File: config.mk
export PLATFORM = sky130hd
export DESIGN_NAME = imem_arbiter_flat
export DESIGN_NICKNAME = d
export VERILOG_FILES = /design/src/rtl/imem_arbiter_if.sv /design/src/rtl/imem_arbiter.sv /design/src/flat_wrapper.sv
export SDC_FILE = /design/constraint.sdc
export NUM_CORES = 1
export LEC_CHECK = 0
export CORE_UTILIZATION = 25
export DETAILED_ROUTE_END_ITERATION = 6
export HOLD_SLACK_MARGIN = 0.08
export PLACE_DENSITY = 0.62
export SYNTH_ARGS = -nofsm -noshare
export SYNTH_HDL_FRONTEND = slang
export SYNTH_SLANG_ARGS = --single-unit
File: constraint.sdc
create_clock -name clk -period 4.5 [get_ports clk]
set_input_delay 0.45 -clock clk [delete_from_list [all_inputs] [get_ports clk]]
set_output_delay 0.45 -clock clk [all_outputs]
set_load 0.01 [all_outputs]
File: src/rtl/imem_arbiter_if.sv
// Signal bundle between the instruction-memory arbiter, the CPU fetch stage,
// the program loader and the single-port memory.
interface imem_arbiter_if #(
   parameter int unsigned ADDR_W = 10,
   parameter int unsigned DATA_W = 32
);
   logic              fetch_req;
   logic [ADDR_W-1:0] fetch_addr;
   logic [DATA_W-1:0] fetch_rdata;
   logic              fetch_valid;
   logic              cpu_stall;
   logic              ld_req;
   logic              ld_we;
   logic [ADDR_W-1:0] ld_addr;
   logic [DATA_W-1:0] ld_wdata;
   logic              ld_done;
   logic              ld_gnt;
   logic [DATA_W-1:0] ld_rdata;
   logic              ld_rvalid;
   logic              ld_err;
   logic [ADDR_W:0]   wr_count;
   logic [ADDR_W-1:0] mem_a;
   logic              mem_we;
   logic [DATA_W-1:0] mem_wd;
   logic [DATA_W-1:0] mem_rd;

   // Arbiter side.
   modport slave (
      input  fetch_req, fetch_addr, ld_req, ld_we, ld_addr, ld_wdata, ld_done, mem_rd,
      output fetch_rdata, fetch_valid, cpu_stall, ld_gnt, ld_rdata, ld_rvalid, ld_err,
             wr_count, mem_a, mem_we, mem_wd
   );

   // CPU / loader / memory side.
   modport master (
      output fetch_req, fetch_addr, ld_req, ld_we, ld_addr, ld_wdata, ld_done, mem_rd,
      input  fetch_rdata, fetch_valid, cpu_stall, ld_gnt, ld_rdata, ld_rvalid, ld_err,
             wr_count, mem_a, mem_we, mem_wd
   );
endinterface

File: src/rtl/imem_arbiter.sv
// Shares a single-port instruction memory between CPU fetch and a program loader.
// BOOT lets only the loader in; RUN favours fetch with a starvation-bounded loader grant.
module imem_arbiter #(
   parameter int unsigned ADDR_W     = 10,
   parameter int unsigned DATA_W     = 32,
   parameter int unsigned MEM_DEPTH  = 1024,
   parameter int unsigned STARVE_MAX = 8
) (
   input logic          clk,
   input logic          rst,
   imem_arbiter_if.slave bus
);
   localparam int unsigned    CNT_W      = $clog2(STARVE_MAX + 1);
   localparam logic [ADDR_W:0] DEPTH     = MEM_DEPTH[ADDR_W:0];
   localparam logic [CNT_W-1:0] STARVE_LIM = STARVE_MAX[CNT_W-1:0];

   typedef enum logic [0:0] {StBoot, StRun} state_e;

   state_e            state_q;
   logic [CNT_W-1:0]  starve_q;
   logic [DATA_W-1:0] fetch_rdata_q;
   logic              fetch_valid_q;
   logic [DATA_W-1:0] ld_rdata_q;
   logic              ld_rvalid_q;
   logic              ld_err_q;
   logic [ADDR_W:0]   wr_count_q;

   logic in_range;
   logic forced;
   logic fetch_serve;
   logic ld_serve;

   always_comb begin
      in_range    = {1'b0, bus.ld_addr} < DEPTH;
      forced      = (state_q == StRun) && bus.ld_req && (starve_q == STARVE_LIM);
      fetch_serve = (state_q == StRun) && bus.fetch_req && !forced;
      // In BOOT fetch_serve is always 0, so the loader gets every request.
      ld_serve    = bus.ld_req && !fetch_serve;
   end

   assign bus.ld_gnt      = ld_serve & ~rst;
   assign bus.cpu_stall   = (state_q == StBoot) | forced;
   assign bus.mem_a       = ld_serve ? bus.ld_addr : bus.fetch_addr;
   assign bus.mem_we      = ld_serve & bus.ld_we & in_range & ~rst;
   assign bus.mem_wd      = bus.ld_wdata;
   assign bus.fetch_rdata = fetch_rdata_q;
   assign bus.fetch_valid = fetch_valid_q;
   assign bus.ld_rdata    = ld_rdata_q;
   assign bus.ld_rvalid   = ld_rvalid_q;
   assign bus.ld_err      = ld_err_q;
   assign bus.wr_count    = wr_count_q;

   always_ff @(posedge clk or posedge rst) begin
      if (rst) begin
         state_q       <= StBoot;
         starve_q      <= '0;
         fetch_rdata_q <= '0;
         fetch_valid_q <= 1'b0;
         ld_rdata_q    <= '0;
         ld_rvalid_q   <= 1'b0;
         ld_err_q      <= 1'b0;
         wr_count_q    <= '0;
      end else begin
         if (state_q == StBoot && bus.ld_done) begin
            state_q <= StRun;
         end

         if (state_q == StRun && bus.ld_req && !ld_serve) begin
            starve_q <= starve_q + 1'b1;
         end else begin
            starve_q <= '0;
         end

         fetch_valid_q <= fetch_serve;
         if (fetch_serve) begin
            fetch_rdata_q <= bus.mem_rd;
         end

         ld_rvalid_q <= ld_serve && !bus.ld_we && in_range;
         if (ld_serve && !bus.ld_we && in_range) begin
            ld_rdata_q <= bus.mem_rd;
         end

         ld_err_q <= ld_serve && !in_range;

         if (ld_serve && bus.ld_we && in_range && wr_count_q != DEPTH) begin
            wr_count_q <= wr_count_q + 1'b1;
         end
      end
   end
endmodule
File: src/flat_wrapper.sv
// flat-port wrapper written by rule: the top's interface ports become plain ports
module imem_arbiter_flat 
#(
   parameter int unsigned ADDR_W     = 10,
   parameter int unsigned DATA_W     = 32,
   parameter int unsigned MEM_DEPTH  = 1024,
   parameter int unsigned STARVE_MAX = 8
)
  (clk, rst, bus_fetch_req, bus_fetch_addr, bus_ld_req, bus_ld_we, bus_ld_addr, bus_ld_wdata, bus_ld_done, bus_mem_rd, bus_fetch_rdata, bus_fetch_valid, bus_cpu_stall, bus_ld_gnt, bus_ld_rdata, bus_ld_rvalid, bus_ld_err, bus_wr_count, bus_mem_a, bus_mem_we, bus_mem_wd);
  imem_arbiter_if #(.ADDR_W(ADDR_W), .DATA_W(DATA_W)) bus_i ();
  input logic clk;
  input logic rst;
  input wire logic [$bits(bus_i.fetch_req)-1:0] bus_fetch_req;
  input wire logic [$bits(bus_i.fetch_addr)-1:0] bus_fetch_addr;
  input wire logic [$bits(bus_i.ld_req)-1:0] bus_ld_req;
  input wire logic [$bits(bus_i.ld_we)-1:0] bus_ld_we;
  input wire logic [$bits(bus_i.ld_addr)-1:0] bus_ld_addr;
  input wire logic [$bits(bus_i.ld_wdata)-1:0] bus_ld_wdata;
  input wire logic [$bits(bus_i.ld_done)-1:0] bus_ld_done;
  input wire logic [$bits(bus_i.mem_rd)-1:0] bus_mem_rd;
  output wire logic [$bits(bus_i.fetch_rdata)-1:0] bus_fetch_rdata;
  output wire logic [$bits(bus_i.fetch_valid)-1:0] bus_fetch_valid;
  output wire logic [$bits(bus_i.cpu_stall)-1:0] bus_cpu_stall;
  output wire logic [$bits(bus_i.ld_gnt)-1:0] bus_ld_gnt;
  output wire logic [$bits(bus_i.ld_rdata)-1:0] bus_ld_rdata;
  output wire logic [$bits(bus_i.ld_rvalid)-1:0] bus_ld_rvalid;
  output wire logic [$bits(bus_i.ld_err)-1:0] bus_ld_err;
  output wire logic [$bits(bus_i.wr_count)-1:0] bus_wr_count;
  output wire logic [$bits(bus_i.mem_a)-1:0] bus_mem_a;
  output wire logic [$bits(bus_i.mem_we)-1:0] bus_mem_we;
  output wire logic [$bits(bus_i.mem_wd)-1:0] bus_mem_wd;
  assign bus_i.fetch_req = bus_fetch_req;
  assign bus_i.fetch_addr = bus_fetch_addr;
  assign bus_i.ld_req = bus_ld_req;
  assign bus_i.ld_we = bus_ld_we;
  assign bus_i.ld_addr = bus_ld_addr;
  assign bus_i.ld_wdata = bus_ld_wdata;
  assign bus_i.ld_done = bus_ld_done;
  assign bus_i.mem_rd = bus_mem_rd;
  assign bus_fetch_rdata = bus_i.fetch_rdata;
  assign bus_fetch_valid = bus_i.fetch_valid;
  assign bus_cpu_stall = bus_i.cpu_stall;
  assign bus_ld_gnt = bus_i.ld_gnt;
  assign bus_ld_rdata = bus_i.ld_rdata;
  assign bus_ld_rvalid = bus_i.ld_rvalid;
  assign bus_ld_err = bus_i.ld_err;
  assign bus_wr_count = bus_i.wr_count;
  assign bus_mem_a = bus_i.mem_a;
  assign bus_mem_we = bus_i.mem_we;
  assign bus_mem_wd = bus_i.mem_wd;
  imem_arbiter #(.ADDR_W(ADDR_W), .DATA_W(DATA_W), .MEM_DEPTH(MEM_DEPTH), .STARVE_MAX(STARVE_MAX)) u_core (.clk(clk), .rst(rst), .bus(bus_i));
endmodule
# After elaboration in Yosys (flattened, before gate mapping)
# Index checks and enable logic that the tools add are counted.
# W data, S select, Z words.
dict set report word_totals {
  elab_cells 33
  reg_bits 82
  output_inout_bits 123
}
dict set report classes {
  reduce_logical 14
  eq_ne 2
  add_sub_neg 2
  muxes 2
  n_bitwise 6
}
# op count
set ops {}
lappend ops {{$add A11 B1 Y11 const B} 1}
lappend ops {{$ne A11 B11 Y1 const B} 1}
lappend ops {{$logic_and A1 B1 Y1} 10}
lappend ops {{$mux W10} 1}
lappend ops {{$add A4 B1 Y4 const B} 1}
lappend ops {{$eq A4 B4 Y1 const B} 1}
lappend ops {{$logic_not A1 Y1} 4}
lappend ops {{$mux W4} 1}
lappend ops {{$and A1 B1 Y1} 3}
lappend ops {{$not A1 Y1} 2}
lappend ops {{$or A1 B1 Y1} 1}

# Longest topological paths before layout
dict set report depth {
  ltp_word 9
  ltp_mapped 8
  mapped_depth_nobuf 6
}

# Least setup slack after synthesis
# No wires, ideal clock.
dict set report synth_timing {
  kind {input port to output port}
  start {in rst}
  end {out bus_mem_we}
  required_time_ps 4050
  path_slack_ps 1460
  path_stages 2
  t_arrival_ps 2590
  path_cell_list {inv_1 and3_1}
}
dict set report synth_between {
  elab_chain_cells 2
}
# item line_no
set synth_rtl {}
lappend synth_rtl {{start, declared} flat_wrapper.sv:12} ;# input logic rst;
lappend synth_rtl {{$not A1 Y1} imem_arbiter.sv:44} ;# assign bus.mem_we = ld_serve & bus.ld_we & in_range & ~rst;
lappend synth_rtl {{$and A1 B1 Y1} imem_arbiter.sv:44}
lappend synth_rtl {{end, declared} flat_wrapper.sv:30} ;# output wire logic [$bits(bus_i.mem_we)-1:0] bus_mem_we;
# No other way between the ends.

# Worst setup path after layout
dict set report layout_timing {
  start {in bus_ld_req}
  end {out bus_mem_we}
}
dict set report layout_between {
  elab_chain_cells 8
}
# item line_no
set layout_rtl {}
lappend layout_rtl {{start, declared} flat_wrapper.sv:15} ;# input wire logic [$bits(bus_i.ld_req)-1:0] bus_ld_req;
lappend layout_rtl {{$logic_and A1 B1 Y1 (2 in series)} imem_arbiter.sv:35} ;# forced = (state_q == StRun) && bus.ld_req && (starve_q == STARVE_LIM);
lappend layout_rtl {{$logic_not A1 Y1} imem_arbiter.sv:36} ;# fetch_serve = (state_q == StRun) && bus.fetch_req && !forced;
lappend layout_rtl {{$logic_and A1 B1 Y1} imem_arbiter.sv:36}
lappend layout_rtl {{$logic_not A1 Y1} imem_arbiter.sv:38} ;# ld_serve = bus.ld_req && !fetch_serve;
lappend layout_rtl {{$logic_and A1 B1 Y1 (*)} imem_arbiter.sv:38}
lappend layout_rtl {{$and A1 B1 Y1 (*) (2 in series)} imem_arbiter.sv:44}
# Every way passes the cells marked *; elsewhere a longest branch is shown, timed or not.

==> reports/summary.log <==
INFO  setup_path     timing.critical_path.from=bus_ld_req
INFO  clock_tree     clock_latency=0.33ns
INFO  timing         fin_setup_tns=0ns
INFO  yosys          per_instance_average_area_after_synthesis=14.1µm²
INFO  global_route   gr-usage-all-layers=0.116
INFO  cells_and_area final_net_count=488
INFO  global_route   grt_start_max_net_pins=83
INFO  placed_design  place_inst=571
INFO  setup_path     type_of_destination_of_the_critical_path=output port
INFO  power_and_ir_drop power_total=0.00223W
INFO  placed_design  hpwl=6190µm
INFO  global_route   grt_antenna_before_repair=0
INFO  timing         period_needed=2.78ns
INFO  cells_and_area antenna-diode-count=0
INFO  power_and_ir_drop p_sw_frac=0.258
INFO  setup_path     worst_path_dominant_cell_family=buffers and inverters
INFO  global_route   via_count_of_the_first_global_routing_pass=2658
INFO  timing         rsz0062_at_grt=no
INFO  yosys          synth_top_flop_cell=sky130_fd_sc_hd__dfrtp_1
INFO  yosys          synth_enable_flop_cells=0
INFO  flow_run       cap_violations=0
INFO  yosys          syn_area=3880µm²
INFO  timing         hold_violations=0
INFO  power_and_ir_drop switchingPower=0.000574W
INFO  power_and_ir_drop power.clock.fraction=0.321
INFO  die            effective_utilization_at_floorplan=0.256
INFO  setup_path     startpoint_type=input pin
INFO  global_route   grt_pass1_wl=14200µm
INFO  cells_and_area final_design_area_no_fill=5530µm²
INFO  timing         finalCritPeriodShare=0.617
INFO  power_and_ir_drop power.sequential.fraction=0.417
INFO  die            pin_count=213
INFO  detailed_routing drc=0
INFO  setup_path     cp_slowest_stage_delay=0.56ns
INFO  timing         setup_viol=0
INFO  yosys          synth_nets=370
INFO  timing         fin_skew=0.00348ns
INFO  yosys          ys.warnings.count=0
INFO  placed_design  numPortBuffers=147
INFO  detailed_routing dr_total_vias=2447
INFO  power_and_ir_drop worst_ir_drop_vdd=0.161mV
INFO  die            standard_cell_row_count=45
INFO  timing         max_freq=360MHz
INFO  global_route   global_route.overflow_total=0
INFO  yosys          synth-seq-cells=82
INFO  cells_and_area instances_no_fill=587
INFO  setup_path     crit_top_cell=sky130_fd_sc_hd__clkdlybuf4s50_1
INFO  clock_tree     post_cts_hold_buffer_count=0
INFO  clock_tree     h-tree-depth=3
INFO  clock_tree     clock-sinks=82
INFO  setup_path     worstPathRequired=4.05ns
INFO  die            die_span_in_y=127µm
INFO  timing         maxSlewViolCount=0
INFO  detailed_routing drt_iter0_drc=57
INFO  die            placeableCoreArea=15100µm²
INFO  power_and_ir_drop combinationalPowerShare=0.261
INFO  setup_path     crit_path_cell_trace=clkdlybuf4s50_1 > a21bo_4 > nand2_1 > and3_1 > clkdlybuf4s50_1
INFO  hold_path      timing.hold.worst.start=u_core.starve_q[0]$_DFF_PP0_
INFO  clock_tree     max-clock-path-buffers=2
INFO  detailed_routing routedWlPerCell=15.0µm
INFO  timing         worst_slew_pin_slew=1.05ns
INFO  setup_path     cpMaxStageDelayCell=sky130_fd_sc_hd__clkdlybuf4s50_1
INFO  cells_and_area drive_gt1_frac=0.226
INFO  setup_path     worst-setup-path-type=input pin to output port
INFO  yosys          synth-async-reset-ratio=1.00
INFO  clock_tree     cts_inserted_buffers=9
INFO  die            die_width=127µm
INFO  hold_path      hold_path.class=register to register
INFO  setup_path     maximum_net_fanout_on_the_critical_path=13
INFO  clock_tree     cell_at_the_root_of_the_clock_tree=sky130_fd_sc_hd__clkbuf_16
INFO  detailed_routing wirelength=8810µm
INFO  timing         holdWs=0.479ns
INFO  setup_path     crit-reg2reg-launch=u_core.starve_q[0]$_DFF_PP0_
INFO  clock_tree     cts_tree=yes
INFO  setup_path     critical_path_buf_inv_count=2
INFO  detailed_routing detail_route.first_pass.iterations=3
INFO  yosys          ys_types=26
INFO  placed_design  dpl_cell_area=5240µm²
INFO  clock_tree     post_cts.resized_instances=0
INFO  timing         slew_headroom=0.297
INFO  clock_tree     cts_setup_buffers=0
INFO  power_and_ir_drop internal_power=0.00165W
INFO  yosys          synth-seq-area-share=0.529
INFO  detailed_routing route.detailed.vias_per_inst=4.17
INFO  detailed_routing count_of_nets_left_with_antenna_violations_after_detail_routing=0
INFO  cells_and_area syn2layout_area_growth=42.5%
INFO  power_and_ir_drop total_leakage_power=2.46nW
INFO  power_and_ir_drop power_per_cell_area=403nW/µm²
INFO  yosys          syn-instance-count=276
INFO  placed_design  gp_congestion=0.753
INFO  setup_path     worst_ep_arrival_time=2.33ns
INFO  status         result_of_the_run=completed
INFO  clock_tree     path_clk_slew=0.06ns
INFO  die            die_area=16000µm²
## worst paths after layout
kind / end / slack (ns) / cells after the start
max: bus_mem_we / 1.72 / 5
max in group asynchronous: u_core.bus.ld_rdata[22]$_DFFE_PP0P_ / 2.98 / 3
min: u_core.starve_q[0]$_DFF_PP0_ / 0.48 / 1
min reg2reg: u_core.starve_q[0]$_DFF_PP0_ / 0.48 / 1
max reg2reg: u_core.bus.fetch_rdata[29]$_DFFE_PP0P_ / 2.15 / 6
min in group asynchronous: u_core.bus.wr_count[2]$_DFFE_PP0P_ / 0.80 / 3
## synth_stat cells, drive strengths merged (3+ instances only)
library cell,count,area (µm²)
dfrtp,82,2050
mux2,66,953
buf,40,353
nand2,36,135
xnor2,8,70.1
and3,6,37.5
inv,5,18.8
nand3,5,25.0
nor2,5,35.0
ha,4,50.1
nand4,3,18.8
xor2,3,26.3
## power by group through the flow
stage                     registers, W  clock network (W)  logic (W)
after CTS                     0.000931           0.000749   0.000592
after floorplan               0.000981                  0   0.000246
after global placement        0.000939                  0   0.000585
after detailed placement      0.000942                  0   0.000590
final                         0.000929           0.000716   0.000582
after global routing          0.000946           0.000772   0.000624
## metal layers
layer	track usage	wire length, µm	up-vias
li1	-	-	1123
met1	0.144	3770	1181
met2	0.184	4180	123
met3	0.0278	622	20
met4	0.0702	233	0
met5	0	0	-
## metrics by stage
stage / setup slack, ns / util
after floorplan: 1.46 / -
after global placement: 1.73 / 0.346
after detailed placement: 1.71 / 0.346
after CTS: 1.71 / 0.365
after global routing: 1.59 / 0.365
final: 1.72 / 0.365
## registers in the layout, summed over array words and instances (netlist names)
register                count
u_core.bus.fetch_valid      1
u_core.starve_q             4
u_core.bus.ld_rvalid        1
u_core.bus.ld_rdata        32
u_core.bus.wr_count        11
u_core.state_q              1
u_core.bus.fetch_rdata     32
## cells by family (layout without fill, tap and decap cells)
kind of cell	count (synthesis)	count (layout)	synth area share
multiplexers	66	66	0.246
flip-flops	82	82	0.529
buffers and inverters	47	170	0.0977
XOR/XNOR	11	11	0.0248
AO/OA/AOI/OAI	3	3	0.00678
adder cells (fa/ha/maj)	4	4	0.0129
AND/OR/NAND/NOR	62	62	0.0819
other	1	1	0.000967
## cells in the final DEF (no fill, tap or decap), drive strengths merged
master / count
inv: 4
ha: 4
conb: 1
nand3: 5
and3: 6
clkinvlp: 1
or2: 1
nor4: 2
mux2: 66
clkbuf: 10
clkinv: 5
dfrtp: 82
nor2: 5
xnor2: 8
nand4: 3
a21bo: 1
buf: 2
xor2: 3
nand4b: 1
bufinv: 1
nor2b: 1
clkdlybuf4s50: 147
and4: 1
and2: 1
nand2: 36
a21oi: 2
## layout make-up
| class | instances | area [µm²] |
|---|---|---|
| Tap cell | 188 | 235 |
| Inverter | 5 | 20.0 |
| Clock inverter | 6 | 57.6 |
| Sequential cell | 82 | 2050 |
| Fill cell | 1471 | 9620 |
| Timing Repair Buffer | 149 | 1490 |
| Clock buffer | 10 | 229 |
| Multi-Input combinational cell | 147 | 1450 |
No activity file was read; power rests on OpenSTA's default activity.
